## config.mk

```make
export PLATFORM = sky130hd
export DESIGN_NAME = vga_text_scanner
export DESIGN_NICKNAME = d
export VERILOG_FILES = /design/src/rtl/vga_text_scanner.sv
export SDC_FILE = /design/constraint.sdc
export NUM_CORES = 1
export LEC_CHECK = 0
export CAP_MARGIN = 20
export CORE_AREA = 3 3 97 80
export CTS_BUF_LIST = sky130_fd_sc_hd__clkbuf_4
export CTS_CLUSTER_DIAMETER = 200
export DETAILED_ROUTE_END_ITERATION = 10
export DIE_AREA = 0 0 100 83
export PLACE_DENSITY = 0.8
export RECOVER_POWER = 50
export SYNTH_ARGS = -nofsm -noshare
export SYNTH_HDL_FRONTEND = slang
export SYNTH_SLANG_ARGS = --single-unit
```

## constraint.sdc

```tcl
create_clock -name clk -period 3.6 [get_ports clk]
set_clock_uncertainty 0.15 [all_clocks]
set_input_delay 0.9 -clock clk [delete_from_list [all_inputs] [get_ports clk]]
set_output_delay 0.9 -clock clk [all_outputs]
set_load 0.03 [all_outputs]
```

## src/rtl/vga_text_scanner.sv

```systemverilog
// vga_text_scanner: 640x480@60 VGA timing and 80x30 text-cell scan with a 3-stage pixel pipeline
module vga_text_scanner (
   input  logic        clk,
   input  logic        reset,
   output logic [11:0] VgaAddress,
   input  logic [7:0]  CharIn,
   input  logic [7:0]  ColorIn,
   output logic [11:0] FontAddr,
   input  logic [7:0]  FontRow,
   output logic        Hsync,
   output logic        Vsync,
   output logic [3:0]  VgaR,
   output logic [3:0]  VgaG,
   output logic [3:0]  VgaB,
   output logic        FrameStart
);
   localparam logic [1:0] DIV_MAX = 2'd3;
   localparam logic [9:0] H_VIS = 10'd640, H_SS = 10'd656, H_SE = 10'd752, H_MAX = 10'd799;
   localparam logic [9:0] V_VIS = 10'd480, V_SS = 10'd490, V_SE = 10'd492, V_MAX = 10'd524;
   logic [1:0] div;
   logic [9:0] h_cnt, v_cnt;
   logic       ptick, h_end, v_end, vis, hs0, vs0;
   logic [4:0] row;
   logic [7:0] char1, col1, col2, font2;
   logic [3:0] gl1;
   logic [2:0] bx1, bx2;
   logic       vis1, vis2, hs1, hs2, vs1, vs2, on;
   // hs*/vs* carry the sync pulse active-high so every pipeline register resets to 0
   always_comb begin
      ptick = div == DIV_MAX;
      h_end = h_cnt == H_MAX;
      v_end = v_cnt == V_MAX;
      vis   = (h_cnt < H_VIS) && (v_cnt < V_VIS);
      hs0   = (h_cnt >= H_SS) && (h_cnt < H_SE);
      vs0   = (v_cnt >= V_SS) && (v_cnt < V_SE);
      row   = v_cnt[8:4];
      VgaAddress = vis ? {1'b0, row, 6'b0} + {3'b0, row, 4'b0} + {5'b0, h_cnt[9:3]} : 12'd0;
      FontAddr   = {char1, gl1};
      on         = vis2 & font2[3'd7 - bx2];
   end
   always_ff @(posedge clk or negedge reset) begin
      if (!reset) begin
         div        <= 2'd0;
         h_cnt      <= 10'd0;
         v_cnt      <= 10'd0;
         FrameStart <= 1'b0;
      end else begin
         div        <= ptick ? 2'd0 : div + 2'd1;
         FrameStart <= ptick && h_end && v_end;
         if (ptick) begin
            h_cnt <= h_end ? 10'd0 : h_cnt + 10'd1;
            if (h_end) v_cnt <= v_end ? 10'd0 : v_cnt + 10'd1;
         end
      end
   end
   always_ff @(posedge clk or negedge reset) begin
      if (!reset) begin
         char1 <= 8'd0;
         col1  <= 8'd0;
         gl1   <= 4'd0;
         bx1   <= 3'd0;
         vis1  <= 1'b0;
         hs1   <= 1'b0;
         vs1   <= 1'b0;
         font2 <= 8'd0;
         col2  <= 8'd0;
         bx2   <= 3'd0;
         vis2  <= 1'b0;
         hs2   <= 1'b0;
         vs2   <= 1'b0;
         VgaR  <= 4'd0;
         VgaG  <= 4'd0;
         VgaB  <= 4'd0;
         Hsync <= 1'b1;
         Vsync <= 1'b1;
      end else if (ptick) begin
         char1 <= CharIn;
         col1  <= ColorIn;
         gl1   <= v_cnt[3:0];
         bx1   <= h_cnt[2:0];
         vis1  <= vis;
         hs1   <= hs0;
         vs1   <= vs0;
         font2 <= FontRow;
         col2  <= col1;
         bx2   <= bx1;
         vis2  <= vis1;
         hs2   <= hs1;
         vs2   <= vs1;
         VgaR  <= on ? {col2[7:5], col2[7]} : 4'd0;
         VgaG  <= on ? {col2[4:2], col2[4]} : 4'd0;
         VgaB  <= on ? {col2[1:0], col2[1:0]} : 4'd0;
         Hsync <= !hs2;
         Vsync <= !vs2;
      end
   end
endmodule
```

==> flow_metrics.env <==
export IMPL_worst_pin_slew_ps=1915
export IMPL_worst_reg2reg_endpoint="VgaG[0]"
export IMPL_cellPowerDensity_nw_per_um2=347.1
export IMPL_drt_iter0_markers=130
export IMPL_die_area_um2=8300
export IMPL_maximum_fanout_count_along_the_critical_path=2
export IMPL_multiInputGateArea_um2=1642
export IMPL_drv_cap=1
export IMPL_asyncSetResetFlopFracSynth=1.000
export IMPL_clk_pin_slew_ps=120
export IMPL_timing_max_slew_rel_slack=-0.2767
export IMPL_final_util=0.6915
export IMPL_grt_pass1_vias=2427
export IMPL_floorplan_die_width_um=100
export IMPL_cpLargestDelayFamily="adder cells"
export IMPL_detailed_place_hpwl_um=4679
export IMPL_n_antenna_cell=0
export IMPL_final_seq_area_um2=2029
export IMPL_r2r_start="div[0]"
export IMPL_floorplan_rows=27
export IMPL_postCtsHoldBufs=0
export IMPL_syn_nets=336
export IMPL_cts_buffers=9
export IMPL_seq_total_area_yosys=0.5493
export IMPL_clkLatencyLatePin_ps=420
export IMPL_worst_r2r_setup_slack_ps=940
export IMPL_postSynthRegisterBits=81
export IMPL_route_detailed_drc=0
export IMPL_post_route_cells_drive_above_1_share=0.2857
export IMPL_total_power_mw=1.646
export IMPL_vias_per_cell=5.372
export IMPL_startpoint="v_cnt[6]"
export IMPL_top_reg_cell_synth="sky130_fd_sc_hd__dfrtp_1"
export IMPL_timing_final_max_slew_violations=82
export IMPL_core_um2=6858
export IMPL_initial_core_util=0.5388
export IMPL_final_instance_count_excl_fill=465
export IMPL_grt_antenna_before_repair=0
export IMPL_rsz0062_at_grt="yes"
export IMPL_power_static_leakage_nw=2.180
export IMPL_crit_path_top_delay_cell="sky130_fd_sc_hd__fa_2"
export IMPL_cp_num_cells=9
export IMPL_gr_total_overflow=0
export IMPL_clock_sink_count=81
export IMPL_drt_wl_total_um=7007
export IMPL_final_cell_mix="sky130_fd_sc_hd__dfrtp_1 (79), sky130_fd_sc_hd__clkdlybuf4s50_1 (51), sky130_fd_sc_hd__mux2_2 (47)"
export IMPL_gp_routability_congestion=0.8089
export IMPL_grt_start_max_net_pins=82
export IMPL_ioPinCount=65
export IMPL_crit_path_frequent_cell="sky130_fd_sc_hd__inv_2"
export IMPL_routed_via_count=2498
export IMPL_crit_path_cell_trace="inv_2 -> fa_2 -> inv_2 -> ha_4 -> a211oi_4 -> o21bai_1 -> a21oi_1 -> mux2i_1 -> buf_4"
export IMPL_class_of_the_worst_hold_path="reg -> reg"
export IMPL_cts_root_buffer_cell="sky130_fd_sc_hd__clkbuf_4"
export IMPL_critical_path_buf_inv_count=3
export IMPL_max_freq_mhz=271.0
export IMPL_number_of_flops_mapped_to_enable_cells_by_yosys=0
export IMPL_place_inst=442
export IMPL_synth_warning_count=0
export IMPL_die_height_um=83
export IMPL_failed_checks="capacitance limit, slew limit, setup timing"
export IMPL_ys_types=47
export IMPL_drtAntennaViolNets=0
export IMPL_layout_filler_cells=519
export IMPL_min_period_over_period=1.025
export IMPL_synth_cells=294
export IMPL_mostFrequentLayoutCell="sky130_fd_sc_hd__dfrtp_1"
export IMPL_cell_area_after_synthesis_um2=3695
export IMPL_rr_worst_depth=4
export IMPL_tritoncts_clock_tree="yes"
export IMPL_detailedRoute_firstPassIterationCount=4
export IMPL_io_buffers=64
export IMPL_cts_htree_levels=3
export IMPL_gr_usage_all_layers=0.1718
export IMPL_min_period_ps=3691
export IMPL_hold_worst_slack_ps=268.1
export IMPL_fin_ws_ps=-90.55
export IMPL_timing_critical_path_arrival_ps=2640
export IMPL_fin_nets=415
export IMPL_first_pass_grt_wire_length_um=11430
export IMPL_syn_avg_cell_area_um2=12.57
export IMPL_setup_viol=3
export IMPL_wl_per_cell_um=15.07
export IMPL_worst_path_largest_cell_delay_ps=580
export IMPL_timing_setup_critical_path_class="reg -> out"
export IMPL_hold_violations=0
export IMPL_worst_setup_end_kind="output port"
export IMPL_critPathLaunchType="flip-flop"
export IMPL_critPathCapture="VgaAddress[10]"
export IMPL_vdd_ir_drop_worst_uv=235.2
export IMPL_area_growth_syn_to_layout_pct=28.34
export IMPL_outcome="finished with violations"
export IMPL_worst_path_required_time_ps=2550
export IMPL_cts_path_max_buffers=2
sequential cells by signal, summed over array words and instances (netlist names), 3 cells and up:
signal,flops
h_cnt,10
v_cnt,10
char1,8
col1,8
col2,8
font2,8
gl1,4
VgaG,3
VgaR,3
bx1,3
bx2,3
metrics by stage:
step | area [µm²] | setup WS, ps | setup TNS, ps
after global placement | 4441 | 253.0 | 0
after global routing | 4742 | -234.0 | -516.5
after detailed placement | 4441 | 187.3 | 0
after CTS | 4652 | -84.73 | -84.73
after floorplan | 3695 | 46.52 | 0
final | 4742 | -90.55 | -127.1
area by class of cell:
cell class,count,share of cell area
flip-flops and latches,81,0.4280
multi-input cells,188,0.3462
repair buffers,80,0.1586
well taps,87,0.02296
clock inverters,7,0.01979
clock buffers,9,0.01425
inverters,13,0.01029
worst min path at each step:
| stage | start | endpoint | slack, ps | cells past startpoint |
|---|---|---|---|---|
| finish | vs2 | Vsync | 270 | 1 |
| detailed placement | vs2 | Vsync | 270 | 1 |
| global placement | hs2 | Hsync | 250 | 1 |
| global route | vs2 | Vsync | 300 | 1 |
| CTS | vs2 | Vsync | 270 | 1 |
| floorplan | hs2 | Hsync | 240 | 1 |
power by group:
part	total, mW	internal [mW]	switching [mW]	leakage (nW)
Clock	0.588	0.282	0.306	0.0839
Combinational	0.113	0.0595	0.0535	1.09
Sequential	0.945	0.933	0.0126	1.00
cell usage after synthesis (2+ instances only):
library cell	n	area [µm²]
sky130_fd_sc_hd__mux2_2	47	529.3
sky130_fd_sc_hd__a22o_1	8	70.07
sky130_fd_sc_hd__and2_1	5	31.28
sky130_fd_sc_hd__nor4_1	4	25.02
sky130_fd_sc_hd__o21a_1	3	22.52
sky130_fd_sc_hd__xnor2_1	7	61.31
sky130_fd_sc_hd__or4_1	2	15.01
sky130_fd_sc_hd__ha_1	14	175.2
sky130_fd_sc_hd__clkbuf_1	6	22.52
sky130_fd_sc_hd__a21o_1	2	15.01
sky130_fd_sc_hd__nor2b_1	2	12.51
sky130_fd_sc_hd__fa_1	2	40.04
sky130_fd_sc_hd__dfstp_2	2	52.55
sky130_fd_sc_hd__or3_1	4	25.02
sky130_fd_sc_hd__o21ai_0	10	50.05
sky130_fd_sc_hd__nand2_1	14	52.55
sky130_fd_sc_hd__o21bai_1	2	15.01
sky130_fd_sc_hd__inv_1	13	48.80
sky130_fd_sc_hd__nand4_1	6	37.54
sky130_fd_sc_hd__dfrtp_1	79	1977
sky130_fd_sc_hd__buf_4	4	30.03
sky130_fd_sc_hd__nor2_1	11	41.29
sky130_fd_sc_hd__mux2i_1	3	30.03
sky130_fd_sc_hd__nand3_1	8	40.04
sky130_fd_sc_hd__nor3_1	9	45.04
sky130_fd_sc_hd__and4_1	2	17.52
sky130_fd_sc_hd__a211oi_1	2	15.01
sky130_fd_sc_hd__xor2_1	4	35.03
routing by layer:
layer,GRT usage,wire [µm],vias up
met5,0,0,-
met4,0.05386,110,0
met3,0.05206,377,10
met2,0.2671,3360,63
met1,0.2321,3159,1218
li1,-,-,1207
timing repair:
action                     in CTS  in global routing
gates resized for setup        13                 20
setup endpoints to repair       6                 12
buffers inserted                1                  6
cloned                          0                  0
pin swaps                       6                 10
kinds of logic (layout without fill, tap and decap cells):
kind of cell	count (synthesis)	in the layout	share of synthesized area
simple gates	76	76	0.1131
fa+ha+maj	16	16	0.05825
xor+xnor	11	11	0.02607
flops	81	81	0.5493
buf+inv	25	109	0.02980
mux	51	51	0.1575
compound gates	34	34	0.06603
No activity file was read; power rests on OpenSTA's default activity.
